$ cat src/rtl/char_buffer_mmio_if.sv
// CPU data-bus port of the character buffer: byte address, write strobe and data,
// with read data returned combinationally from the addressed location.
interface char_buffer_mmio_if;
  logic        we;
  logic [31:0] address;
  logic [31:0] wdata;
  logic [31:0] rdata;

  modport master (output we, output address, output wdata, input rdata);
  modport slave  (input we, input address, input wdata, output rdata);
endinterface

$ cat src/rtl/char_buffer_mmio.sv
// Memory-mapped character buffer for the VGA text renderer, with synchronised
// switch levels, sticky rising-edge flags and a hardware fill engine.
//
// state       | meaning
// ST_RST_HOLD | in reset or just released; next edge starts the auto-fill
// ST_IDLE     | CPU owns the array; CTRL start accepted
// ST_FILL     | engine writes fill_value to fill_idx each cycle; CPU writes dropped
module char_buffer_mmio #(
  parameter int unsigned DEPTH     = 256,
  parameter int unsigned NSW       = 7,
  parameter logic [31:0] CHAR_BASE = 32'h0000_0100,
  parameter logic [31:0] SW_ADDR   = 32'h0000_0000,
  parameter logic [31:0] EDGE_ADDR = 32'h0000_0004,
  parameter logic [31:0] CTRL_ADDR = 32'h0000_0008,
  parameter logic [7:0]  FILL_CHAR = 8'h20
) (
  input  logic                     clk,
  input  logic                     reset,
  char_buffer_mmio_if.slave        bus,
  input  logic [NSW-1:0]           sw,
  input  logic [$clog2(DEPTH)-1:0] vid_addr,
  output logic [7:0]               vid_data,
  output logic                     busy
);
  localparam int unsigned AW       = $clog2(DEPTH);
  localparam logic [32:0] CHAR_END = {1'b0, CHAR_BASE} + 33'(DEPTH);

  typedef enum logic [1:0] {ST_RST_HOLD, ST_IDLE, ST_FILL} state_e;

  state_e          state_q, state_d;
  logic [AW-1:0]   fill_idx_q, fill_idx_d;
  logic [7:0]      fill_value_q, fill_value_d;
  logic [NSW-1:0]  sw_meta_q, sw_meta_d;
  logic [NSW-1:0]  sw_sync_q, sw_sync_d;
  logic [NSW-1:0]  sw_prev_q, sw_prev_d;
  logic [NSW-1:0]  edge_q, edge_d;
  logic [7:0]      vid_data_q, vid_data_d;
  logic [7:0]      mem_q [DEPTH];

  logic            char_hit, sw_hit, edge_hit, ctrl_hit;
  logic [31:0]     char_off;
  logic [AW-1:0]   char_idx;
  logic [NSW-1:0]  edge_clr;
  logic            mem_we;
  logic [AW-1:0]   mem_waddr;
  logic [7:0]      mem_wdata;
  logic            unused_bits;

  assign char_hit = (bus.address >= CHAR_BASE) && ({1'b0, bus.address} < CHAR_END);
  assign sw_hit   = (bus.address == SW_ADDR);
  assign edge_hit = (bus.address == EDGE_ADDR);
  assign ctrl_hit = (bus.address == CTRL_ADDR);
  assign char_off = bus.address - CHAR_BASE;
  assign char_idx = char_off[AW-1:0];

  assign unused_bits = ^{bus.wdata[31:16], char_off[31:AW]};

  always_comb begin
    state_d      = state_q;
    fill_idx_d   = fill_idx_q;
    fill_value_d = fill_value_q;
    mem_we       = 1'b0;
    mem_waddr    = char_idx;
    mem_wdata    = bus.wdata[7:0];
    busy         = 1'b0;
    case (state_q)
      ST_RST_HOLD: begin
        state_d      = ST_FILL;
        fill_idx_d   = '0;
        fill_value_d = FILL_CHAR;
      end
      ST_IDLE: begin
        mem_we = bus.we && char_hit;
        if (bus.we && ctrl_hit && bus.wdata[0]) begin
          state_d      = ST_FILL;
          fill_idx_d   = '0;
          fill_value_d = bus.wdata[15:8];
        end
      end
      ST_FILL: begin
        busy      = 1'b1;
        mem_we    = 1'b1;
        mem_waddr = fill_idx_q;
        mem_wdata = fill_value_q;
        // Index parks at DEPTH-1 on exit rather than wrapping.
        if (fill_idx_q == AW'(DEPTH - 1)) begin
          state_d = ST_IDLE;
        end else begin
          fill_idx_d = fill_idx_q + AW'(1);
        end
      end
      default: state_d = ST_RST_HOLD;
    endcase
  end

  always_comb begin
    sw_meta_d  = sw;
    sw_sync_d  = sw_meta_q;
    sw_prev_d  = sw_sync_q;
    edge_clr   = (bus.we && edge_hit) ? bus.wdata[NSW-1:0] : '0;
    // A new edge in the same cycle as a clear keeps the flag set.
    edge_d     = (edge_q & ~edge_clr) | (sw_sync_q & ~sw_prev_q);
    vid_data_d = mem_q[vid_addr];
  end

  always_comb begin
    bus.rdata = '0;
    if (char_hit) begin
      bus.rdata = {24'b0, mem_q[char_idx]};
    end else if (sw_hit) begin
      bus.rdata = 32'(sw_sync_q);
    end else if (edge_hit) begin
      bus.rdata = 32'(edge_q);
    end else if (ctrl_hit) begin
      bus.rdata = {16'b0, fill_value_q, 7'b0, busy};
    end
  end

  always_ff @(posedge clk or negedge reset) begin
    if (!reset) begin
      state_q      <= ST_RST_HOLD;
      fill_idx_q   <= '0;
      fill_value_q <= FILL_CHAR;
      sw_meta_q    <= '0;
      sw_sync_q    <= '0;
      sw_prev_q    <= '0;
      edge_q       <= '0;
      vid_data_q   <= '0;
    end else begin
      state_q      <= state_d;
      fill_idx_q   <= fill_idx_d;
      fill_value_q <= fill_value_d;
      sw_meta_q    <= sw_meta_d;
      sw_sync_q    <= sw_sync_d;
      sw_prev_q    <= sw_prev_d;
      edge_q       <= edge_d;
      vid_data_q   <= vid_data_d;
    end
  end

  // Array contents are deliberately not reset; the auto-fill defines them.
  always_ff @(posedge clk) begin
    if (mem_we) begin
      mem_q[mem_waddr] <= mem_wdata;
    end
  end

  assign vid_data = vid_data_q;
endmodule
$ cat src/flat_wrapper.sv
// flat-port wrapper written by rule: the top's interface ports become plain ports
module char_buffer_mmio_flat 
#(
  parameter int unsigned DEPTH     = 256,
  parameter int unsigned NSW       = 7,
  parameter logic [31:0] CHAR_BASE = 32'h0000_0100,
  parameter logic [31:0] SW_ADDR   = 32'h0000_0000,
  parameter logic [31:0] EDGE_ADDR = 32'h0000_0004,
  parameter logic [31:0] CTRL_ADDR = 32'h0000_0008,
  parameter logic [7:0]  FILL_CHAR = 8'h20
)
  (clk, reset, sw, vid_addr, vid_data, busy, bus_we, bus_address, bus_wdata, bus_rdata);
  char_buffer_mmio_if bus_i ();
  input  logic clk;
  input  logic reset;
  input  logic [NSW-1:0] sw;
  input  logic [$clog2(DEPTH)-1:0] vid_addr;
  output logic [7:0] vid_data;
  output logic busy;
  input wire logic [$bits(bus_i.we)-1:0] bus_we;
  input wire logic [$bits(bus_i.address)-1:0] bus_address;
  input wire logic [$bits(bus_i.wdata)-1:0] bus_wdata;
  output wire logic [$bits(bus_i.rdata)-1:0] bus_rdata;
  assign bus_i.we = bus_we;
  assign bus_i.address = bus_address;
  assign bus_i.wdata = bus_wdata;
  assign bus_rdata = bus_i.rdata;
  char_buffer_mmio #(.DEPTH(DEPTH), .NSW(NSW), .CHAR_BASE(CHAR_BASE), .SW_ADDR(SW_ADDR), .EDGE_ADDR(EDGE_ADDR), .CTRL_ADDR(CTRL_ADDR), .FILL_CHAR(FILL_CHAR)) u_core (.clk(clk), .reset(reset), .bus(bus_i), .sw(sw), .vid_addr(vid_addr), .vid_data(vid_data), .busy(busy));
endmodule
$ cat config.mk
export PLATFORM = sky130hd
export DESIGN_NAME = char_buffer_mmio_flat
export DESIGN_NICKNAME = d
export VERILOG_FILES = /design/src/rtl/char_buffer_mmio_if.sv /design/src/rtl/char_buffer_mmio.sv /design/src/flat_wrapper.sv
export SDC_FILE = /design/constraint.sdc
export NUM_CORES = 2
export LEC_CHECK = 0
export BUFFER_PORTS_ARGS = -buffer_cell sky130_fd_sc_hd__buf_2
export CAP_MARGIN = 30
export CORE_MARGIN = 1
export CORE_UTILIZATION = 30
export CTS_CLUSTER_SIZE = 14
export DETAILED_ROUTE_END_ITERATION = 6
export GPL_ROUTABILITY_DRIVEN = 1
export PLACE_DENSITY = 0.52
export SYNTH_ARGS = -nofsm -noshare
export SYNTH_HDL_FRONTEND = slang
export SYNTH_SLANG_ARGS = --single-unit
$ cat constraint.sdc
create_clock -name clk -period 4.8 [get_ports clk]
set_clock_uncertainty 0.1 [all_clocks]
set_input_delay 0.96 -clock clk [delete_from_list [all_inputs] [get_ports clk]]
set_output_delay 0.96 -clock clk [all_outputs]
set_load 0.01 [all_outputs]
Word level (Yosys, flattened, before mapping)
Memory sizes are Yosys's and may differ from the RTL's. A register that Yosys moved wholly into a read port is not among the register bits.
Cells that the tools add are included.
{"block": "classes", "addsub": 2, "n_lt_le_gt_ge": 2, "eq_ne": 8, "muxes": 19, "n_bitwise": 5, "n_reduce_logical": 13}
{"op": "$mux W32", "n": 3}
{"op": "$mux W8", "n": 5}
{"op": "$eq A32 B3 Y1 const B", "n": 1}
{"op": "$eq A32 B4 Y1 const B", "n": 1}
{"op": "$ge A32 B9 Y1 const B", "n": 1}
{"op": "$logic_not A32 Y1", "n": 1}
{"op": "$lt A32 B10 Y1 const B", "n": 1}
{"op": "$pmux W8 S3", "n": 1}
{"op": "$mux W16", "n": 1}
{"op": "$pmux W8 S2", "n": 1}
{"op": "$and A7 B7 Y7", "n": 2}
{"op": "$not A7 Y7", "n": 2}
{"op": "$add A8 B1 Y8 const B", "n": 1}
{"op": "$eq A8 B8 Y1 const B", "n": 1}
{"op": "$sub A8 B1 Y8 const B", "n": 1}
{"op": "$mux W7", "n": 1}
{"op": "$or A7 B7 Y7", "n": 1}
{"op": "$pmux W2 S3", "n": 1}
{"op": "$logic_and A1 B1 Y1", "n": 5}
{"op": "$mux W2", "n": 2}
{"op": "$ne A2 B1 Y1 const B", "n": 2}
{"op": "$reduce_and A2 Y1", "n": 2}
{"op": "$mux W1", "n": 3}
{"op": "$reduce_and A3 Y1", "n": 1}
{"op": "8 further kinds", "n": 8}
{"block": "totals", "regBits": 46, "ramBits": 2048, "inputBits": 82, "mem_count": 1}
{"name": "u_core.mem_q", "depth": 256, "word_bits": 8, "read_ports": 2, "rd_clocked_by_memory_dff": 1, "wr": 1, "line_no": "char_buffer_mmio.sv:38", "text": "logic [7:0] mem_q [DEPTH];"}

Depth between registers and ports, before layout
{"block": "logic_depth", "ltp_word": 6, "depth_mapped": 13, "mapped_depth_nobuf": 8}

Least setup slack after synthesis
No wires, ideal clock.
{"block": "synth_path", "path_type": "input to output", "start": "input port bus_address[0]", "end": "output port bus_rdata[0]", "arrival_ps": 3203, "path_slack_ps": 537, "stages": 10, "n_path_buf": 4, "path_cell_list": "buf_4 > buf_6 > buf_4 > buf_2 > mux4_2 > a21oi_1 > o21ai_0 > o311ai_0 > o311ai_0 > a311o_1"}
{"block": "synth_via", "elab_chain_cells": 5}
{"item": "from (decl)", "line_no": "flat_wrapper.sv:21", "text": "input wire logic [$bits(bus_i.address)-1:0] bus_address;"}
{"item": "branches (longest 4 deep; another with $sub A8 B1 Y8)"}
{"item": "$mux W32 (*)", "line_no": "char_buffer_mmio.sv:108", "text": "if (char_hit) begin"}
{"item": "to (decl)", "line_no": "flat_wrapper.sv:23", "text": "output wire logic [$bits(bus_i.rdata)-1:0] bus_rdata;"}
Mark *: on every way between the ends.

Final worst setup path
Ends and elaborated chain as after synthesis.

==> metrics.cfg <==
[cts]
numCtsBuffers = 234
cts_max_path_buffers = 4
clkTransAtPathRegs_ns = 0.06
htreeDepth = 4
cts_sinks = 2102
insertion_delay_ns = 0.90
cts_tree = yes
cts-root-buf = clkbuf_16

[finish]
drive_above_1_share = 0.435
final_common_cell = edfxtp_1
final_cell_mix = edfxtp_1 (2048), mux4_2 (1040), buf_4 (859)
areaGrowthSynthToFinish_pct = 23.3
final_cells = 10500
layout.nets = 6073

[sta]
worst_slew_pin_slew_ns = 1.20
rsz0062_at_grt = yes
fin_ws_ns = -0.0532
slew_viol_final = 0
finalHoldViolCount = 0
relSlewSlack = 0.200
period_minus_slack_ns = 4.85
setup_viol = 6
max_freq_mhz = 206
period_share = 1.01

[power]
totalPowerFinal_w = 0.0414
ir_drop_mv = 0.307
p_int_w = 0.0319
p_leak_nw = 39.0
combinationalPowerShare = 0.084
clkPwrFrac = 0.436
p_sw_frac = 0.229
power_per_cell_area_nw_per_um2 = 343
power_frac_seq = 0.480
switching_power_w = 0.00949

[run_status]
violations = DRC, setup timing
status = complete, but fails checks

[logic_synthesis]
netlist_top_cells_area = edfxtp_1 (63%), mux4_2 (24%), mux2i_1 (3.1%), dfrtp_1 (1.4%), nor2_1 (1.2%)
synthFlopType = edfxtp_1
avgSynthCellArea_um2 = 19.5
yosysWarnings = 0
netlist_area_um2 = 97900
seq_area_frac_synth = 0.642
ys_seq_elements = 2102
synth_top_area_frac = 0.628
synth_edf_count = 2048
async_flop_share = 0.0257
synth_top_area_cell = edfxtp_1
syn_inst = 5013
synth_cell_types = 67

[job]
drv_cap = 0

[placement]
gp_congestion = 0.925
port_buffers = 90
place_inst = 9967
hpwl_um = 250000

[critical_path]
r2r_setup_slack_ns = 1.20
end_kind = output pin
crit_path_start_kind = primary input
crit_fanout = 7
worstPathArrival_ns = 3.79
crit_type = in -> out
cp.required_ns = 3.74

[routing]
viasPerCell = 5.70
post_drt_wl_per_cell_um = 34.2
top_layer_used = met5
wl_um = 359000
drt_iter0_drc = 7460
drt-met1-wl_um = 145000
drcViolationCount = 39
final_antenna_net_count = 0
wl_met2_um = 167000
drt_first_pass_iters = 7
vias = 59800
met3_length_um = 31700

[global_route]
grt_pass1_wl_um = 492000
grt_overflow = 0
grt_usage = 0.214
grt_max_degree = 125
antenna_found_initial = 17
grt_pass1_vias = 60000

[floorplanning]
die_h_um = 573
core.rowCount = 209
die-width_um = 573
core_area_um2 = 325000
io_pins = 123
die-area_um2 = 329000
start_util = 0.302

[worst_hold_path]
hold_class = in -> reg

## routing by layer
layer | up-vias | global-route usage
li1 | 23500 | -
met1 | 32600 | 0.290
met2 | 3058 | 0.339
met3 | 614 | 0.0415
met4 | 10 | 0.0809
met5 | - | 0
## through the flow
stage / hold slack (ns) / setup TNS, ns / setup WS [ns] / area (um^2) / util
finish: 0.110 / -0.203 / -0.0532 / 121000 / 0.372
global route: 0.0853 / -0.306 / -0.0771 / 121000 / 0.372
CTS: 0.0626 / -0.128 / -0.0407 / 120000 / 0.370
detailed placement: 0.236 / -4.26 / -1.02 / 111000 / 0.341
global placement: 0.236 / -5.12 / -1.26 / 111000 / 0.341
floorplan: 0.231 / 0 / 0.537 / 98000 / -
## flip-flops by register name (all words and copies together) (netlist names)
signal,flops
u_core.sw_prev_q,7
u_core.mem_q,2048
u_core.sw_meta_q,7
u_core.fill_idx_q,8
u_core.state_q,2
u_core.edge_q,7
u_core.sw_prev_d,7
u_core.fill_value_q,8
u_core.vid_data,8
## Yosys cell counts (all sizes together), types with 5 or more instances
library cell	number
or4	10
dfrtp	53
a311oi	5
o2111ai	5
a31oi	12
nand3	18
a21oi	98
ha	5
a221oi	22
o211ai	12
nor4	14
a22o	25
a2111oi	10
or2	5
o21ai	53
a211oi	37
inv	22
nor2b	10
mux2i	300
nand2	134
or3	8
xnor2	5
edfxtp	2048
clkbuf	183
o22ai	63
and2	15
a22oi	100
a221o	6
mux4	1040
buf	234
o221ai	50
nor2	322
nor3	17
mux2	18
## critical path: stages
cell and delay (ns):
buf_16 0.17, buf_16 0.20, buf_12 0.16, buf_4 0.14
buf_4 0.11, buf_4 0.13, mux4_2 0.50, nand2_1 0.12
nand2_2 0.11, a21oi_4 0.24, o32ai_2 0.18, a311o_2 0.53
buf_6 0.16
## power by group through the flow
stage	logic, W	clock network, W	registers, W
2_1_floorplan	0.00167	0	0.0202
3_3_place_gp	0.00317	0	0.0203
3_5_place_dp	0.00317	0	0.0203
4_1_cts	0.00338	0.0183	0.0199
5_1_grt	0.00355	0.0189	0.0199
6_report	0.00347	0.0181	0.0199
## timing repair
item | 4_1_cts | 5_1_grt
setup endpoints to repair | 8 | 8
resized for setup | 202 | 99
hold endpoints to repair | 26 | 0
cloned | 11 | 3
pin swaps | 29 | 42
setup buffers | 68 | 32
hold buffers | 1 | 0
## path summary, 6_finish.rpt
| path | from | end | cells past startpoint |
|---|---|---|---|
| min | sw[4] | u_core.sw_meta_q[4] | 1 |
| min in group asynchronous | reset | u_core.sw_meta_q[4] | 2 |
| min reg2reg | u_core.sw_meta_q[2] | u_core.sw_prev_d[2] | 0 |
| max | bus_address[0] | bus_rdata[0] | 13 |
| max reg2reg | u_core.state_q[0] | u_core.mem_q[169][3] | 9 |
| max in group asynchronous | reset | u_core.fill_idx_q[0] | 3 |
## cell type report
| type | count | area, um^2 |
|---|---|---|
| clock inverters | 132 | 1400 |
| multi-input cells | 2484 | 34100 |
| fillers | 29800 | 204000 |
| well taps | 4325 | 5410 |
| repair buffers | 1139 | 10700 |
| diodes | 2 | 5.00 |
| flip-flops and latches | 2102 | 62900 |
| clock buffers | 290 | 6160 |
| inverters | 25 | 100 |
## logic make-up (layout without fill, tap and decap cells)
logic type | after synthesis | count (layout) | synth area share
buf+inv | 442 | 1586 | 0.0220
flops | 2102 | 2102 | 0.642
fa+ha+maj | 5 | 5 | 0.000639
compound gates | 525 | 525 | 0.0376
xor+xnor | 5 | 5 | 0.000447
mux | 1358 | 1358 | 0.272
other cells | 1 | 18 | 0.0000383
simple gates | 575 | 575 | 0.0253
Power figures use the tool's default switching activity.
